[config.mk]
export PLATFORM = sky130hd
export DESIGN_NAME = updown_counter_param
export DESIGN_NICKNAME = d
export VERILOG_FILES = /design/src/rtl/updown_counter_param.sv
export SDC_FILE = /design/constraint.sdc
export NUM_CORES = 1
export LEC_CHECK = 0
export BUFFER_PORTS_ARGS = -buffer_cell sky130_fd_sc_hd__buf_2
export CAP_MARGIN = 20
export CORE_MARGIN = 5
export CORE_UTILIZATION = 49
export CTS_CLUSTER_SIZE = 25
export DETAILED_ROUTE_END_ITERATION = 6
export PLACE_DENSITY = 0.82
export SLEW_MARGIN = 40
export SYNTH_ARGS = -nofsm -noshare
export SYNTH_HDL_FRONTEND = slang
export SYNTH_SLANG_ARGS = --single-unit
[constraint.sdc]
create_clock -name clk -period 2.3 [get_ports clk]
set_clock_uncertainty 0.05 [all_clocks]
set_input_delay 0.46 -clock clk [delete_from_list [all_inputs] [get_ports clk]]
set_output_delay 0.46 -clock clk [all_outputs]
set_load 0.01 [all_outputs]
[src/rtl/updown_counter_param.sv]
// updown_counter_param
//   Parameterised up/down counter over the range 0..MAX_VAL. It supports
//   synchronous load (clamped to MAX_VAL), an enable prescaler, wrap or
//   saturate behaviour at the range ends, a one-cycle terminal-count pulse
//   and a sticky overflow flag.
//
//   Parameters
//     WIDTH    counter width in bits (>=2)
//     MAX_VAL  top count value (<= 2**WIDTH-1)
//     PRESCALE enabled cycles per count step (>=1)
//
//   Ports
//     clk       rising-edge clock
//     rst_n     synchronous active-low reset
//     en        count enable, advances the prescaler
//     up        1 = increment, 0 = decrement (sampled on the step cycle)
//     load      synchronous load strobe (wins over en)
//     load_val  value to load, clamped to MAX_VAL
//     sat_mode  1 = saturate at the boundary, 0 = wrap
//     clr_ovf   clears the sticky ovf flag (a boundary step in the same cycle wins)
//     cnt       current count, registered
//     tc        terminal-count pulse, registered, one cycle per boundary step
//     ovf       sticky boundary-crossing flag, registered
module updown_counter_param #(
    parameter int WIDTH    = 8,
    parameter int MAX_VAL  = 2**WIDTH - 1,
    parameter int PRESCALE = 1
) (
    input  logic             clk,
    input  logic             rst_n,
    input  logic             en,
    input  logic             up,
    input  logic             load,
    input  logic [WIDTH-1:0] load_val,
    input  logic             sat_mode,
    input  logic             clr_ovf,
    output logic [WIDTH-1:0] cnt,
    output logic             tc,
    output logic             ovf
);

    localparam logic [WIDTH-1:0] MAX_C = WIDTH'(MAX_VAL);

    logic             step;      // this enabled cycle moves the count
    logic             at_bound;  // the pending step crosses a range end
    logic [WIDTH-1:0] load_clamped;

    assign load_clamped = (load_val > MAX_C) ? MAX_C : load_val;
    assign at_bound     = up ? (cnt == MAX_C) : (cnt == '0);

    generate
        if (PRESCALE > 1) begin : g_ps
            localparam int              PW      = $clog2(PRESCALE);
            localparam logic [PW-1:0]   PS_LAST = PW'(PRESCALE - 1);
            logic [PW-1:0] ps;

            assign step = en && (ps == PS_LAST);

            // Load restarts the prescale period so a loaded value is held for
            // a full PRESCALE enabled cycles before the first step.
            always_ff @(posedge clk) begin
                if (!rst_n) begin
                    ps <= '0;
                end else if (load) begin
                    ps <= '0;
                end else if (en) begin
                    ps <= (ps == PS_LAST) ? '0 : ps + 1'b1;
                end
            end
        end else begin : g_nops
            assign step = en;
        end
    endgenerate

    always_ff @(posedge clk) begin
        if (!rst_n) begin
            cnt <= '0;
            tc  <= 1'b0;
            ovf <= 1'b0;
        end else begin
            tc <= 1'b0;
            if (clr_ovf) ovf <= 1'b0;

            if (load) begin
                cnt <= load_clamped;
            end else if (step) begin
                if (at_bound) begin
                    // Boundary step: flag it; in saturate mode cnt simply holds.
                    tc  <= 1'b1;
                    ovf <= 1'b1;   // later assignment wins over clr_ovf
                    if (!sat_mode) cnt <= up ? '0 : MAX_C;
                end else begin
                    cnt <= up ? cnt + 1'b1 : cnt - 1'b1;
                end
            end
        end
    end

endmodule

==> out/metrics.csv <==
stage;metric;value;unit
finish;area grow syn2layout;26.7;%
synthesis;Post-Synthesis Cells;90;
floorplan;chip width;50.4;um
route;post-route ant nets;0;
global_route;met2 Track Usage GR;29.5;%
critical_path;Critical Path Start Type;primary input;
critical_path;slowest stage delay, CP;0.46;ns
floorplan;Initial Utilization;52.5;%
route;vias;813;
sta;setup tns final;0;ns
synthesis;register bit total from synthesis;10;
synthesis;YS warnings;0;
critical_path;worst reg2reg path endpoint;cnt[2]$_SDFFE_PN0P_;
clocking;setup bufs post-CTS;0;
synthesis;EDFF count, synth;0;
synthesis;leading area contributor after synthesis;dfxtp_1;
placement;hpwl dp;1680;um
critical_path;CP endpoint kind;flop;
critical_path;flop2flop setup slack;0.33;ns
power_and_ir_drop;combinational cell fraction of total power;35.6;%
critical_path;crit-path cells;buf_2 > inv_1 > fa_1 > a211oi_1 > o21ai_0 > a21oi_1 > nand3_1 > a311oi_1;
power_and_ir_drop;Worst VDD drop;0.322;mV
sta;Slew HR;48.8;%
floorplan;DIE HEIGHT;50.4;um
synthesis;synthesized cell area;801;sq um
clocking;post_cts resized;0;
synthesis;Syn Area/Cell;8.90;sq um
finish;Layout Nets;146;
power_and_ir_drop;Sw Ratio;33.5;%
global_route;largest net degree at the start of global routing;11;
sta;Setup WS post-layout;0.272;ns
clocking;clk_lat worst skew;0.27;ns
finish;ANT cells;0;
route;DRC viols;0;
critical_path;worst r2r path cells;5;
clocking;CTS H-tree lvls;1;
finish;share of layout cells above drive strength 1;34.1;%
finish;Fill cells;129;
clocking;Reg clk slew, reported paths;0.07;ns
floorplan;top-level port count;25;
sta;RSZ-0062 raised after global routing;false;
global_route;grt peak-use layer;met2;
critical_path;worst-path fanout max;7;
status;status;finished clean;
clocking;largest buffer count on any clock path;2;
route;DR iter-0 viols;28;
placement;GPL Wtd Cong;0.871;
critical_path;r2r startpoint;cnt[0]$_SDFFE_PN0P_;
synthesis;FFs w/ async S/R, synth;0;%
critical_path;arrival time at the worst endpoint;2.16;ns
sta;Final min period;2.03;ns
global_route;global-route wire length before repair;3550;um
critical_path;Setup CP Type;in -> reg;
sta;max frequency;493;MHz
clocking;TritonCTS buffer count;3;
clocking;CTS tree;done;
clocking;hold buffer count at CTS;0;
synthesis;Unique masters post-synth;36;
route;Detailed Routing Iterations Pass 1;4;
global_route;met3 global-route usage;7.10;%
critical_path;Required @ worst endpoint;2.43;ns
route;wire length per cell;14.8;um
finish;filler-free cell count of the finished design;139;
finish;Finished Core Util;66.6;%
worst_hold_path;worst hold path class;in -> reg;
power_and_ir_drop;Flop pwr share;36.5;%
critical_path;critical path's slowest cell;fa_1;
sta;Least-Margin Pin Slew;0.767;ns
sta;final hold vios;0;
placement;Inst Count DP;135;
floorplan;die area;2540;sq um
power_and_ir_drop;clock power share;27.8;%
power_and_ir_drop;Leakage;0.000478;uW
worst_hold_path;Hold Path Stages;2;
global_route;vias in the first global route;816;
sta;final setup violation count;0;
synthesis;main area contributors after synthesis;dfxtp_1 (25%), ha_1 (9.4%), o21ai_0 (6.3%);
placement;IO buf count;24;
worst_hold_path;HP Start;clr_ovf;
sta;Period Utilization, post-route;88.2;%
synthesis;syn_nets;112;
power_and_ir_drop;PD cells;560;nW/um^2
worst_hold_path;Hold EP;ovf$_SDFF_PN0_;
floorplan;# rows;14;
finish;commonest non-fill, non-tap cell in the layout;buf_2;
global_route;Remaining Overflow, GRT;0;
sta;Final Max Tran Viols;0;
global_route;M1 GR Usage;20.5;%
global_route;Total GRT Usage;18.0;%
route;vias per inst;5.85;
synthesis;Synth top area share;25.0;%
global_route;antenna violations before repair;0;
clocking;CTS root buffer;clkbuf_4;
run;maxcap violations;0;
synthesis;sequential fraction of the synthesis area;25.0;%
power_and_ir_drop;cell internal pwr;378;uW
finish;most frequent cells in the layout;buf_2 (24), inv_1 (12), o21ai_0 (10), dfxtp_1 (10), ha_1 (6);
floorplan;core area;1520;sq um
route;Total Routed Length;2060;um
placement;dpl ws;0.0160;ns
synthesis;prevailing post-synth register cell;dfxtp_1;
power_and_ir_drop;Psw;190;uW
clocking;CTS Sinks;10;
[logic make-up after synthesis]
family                     synth area share, %
AOI/OAI and AO/OA                         31.4
and+or+nand+nor                           20.5
buffers and inverters                     5.62
DFF                                       25.0
adders and majority gates                 11.9
xor gates and xnor gates                  4.38
muxes                                     1.25
[metrics by stage]
stage	hold WS, ns	instance area [sq um]	power [uW]
2_1_floorplan	0.433	801	339
4_1_cts	0.316	1010	571
3_3_place_gp	0.396	978	408
3_5_place_dp	0.407	978	412
6_report	0.320	1010	568
5_1_grt	0.318	1010	611
[worst max path at each step]
stage          depth (start not counted)                  end                 from
6_report                               8  cnt[6]$_SDFFE_PN0P_                   up
5_1_grt                                5  cnt[7]$_SDFFE_PN0P_  cnt[4]$_SDFFE_PN0P_
4_1_cts                                8  cnt[6]$_SDFFE_PN0P_                   up
3_5_place_dp                           8  cnt[6]$_SDFFE_PN0P_                   up
3_3_place_gp                           8  cnt[6]$_SDFFE_PN0P_                   up
2_1_floorplan                          7  cnt[6]$_SDFFE_PN0P_                   up
[synth_stat cells, types with 2 or more instances]
library cell  number
inv_1             12
dfxtp_1           10
o21ai_0           10
ha_1               6
a221oi_1           5
nand2_1            4
nand3_1            4
a211oi_1           3
nor3_1             3
xor2_1             3
a21oi_1            2
o2111ai_1          2
o211ai_1           2
o21bai_1           2
[sequential cells by signal, indices dropped and copies added (netlist names)]
name  count
ovf       1
cnt       8
tc        1
[area by class of cell]
| type | instances | area [sq um] | share of cell area (%) |
|---|---|---|---|
| sequential | 10 | 200 | 19.7 |
| inverter | 12 | 45.0 | 4.44 |
| clock buffer | 4 | 36.3 | 3.58 |
| tap | 16 | 20.0 | 1.97 |
| multi-input combinational | 68 | 556 | 54.7 |
| timing repair buffer | 29 | 158 | 15.5 |
[layer usage]
layer / routed length, um / vias to the layer above
met1: 880 / 368
met2: 1010 / 20
met5: 0 / -
met3: 128 / 7
met4: 37 / 0
li1: - / 418
[power by group through the flow]
| stage | registers (uW) | clock network, uW | logic, uW |
|---|---|---|---|
| final | 208 | 158 | 202 |
| after global placement | 211 | 0 | 197 |
| after global routing | 211 | 172 | 228 |
| after detailed placement | 212 | 0 | 200 |
| after CTS | 208 | 161 | 202 |
| after floorplan | 214 | 0 | 125 |
[worst max-delay path, delay by kind of cell]
family / cells / cell delay [ns]
AO/OA/AOI/OAI: 4 / 0.92
adder cells (fa/ha/maj): 1 / 0.46
buffers and inverters: 2 / 0.22
AND/OR/NAND/NOR: 1 / 0.10
Note: power is estimated with default switching activity, not from simulation.
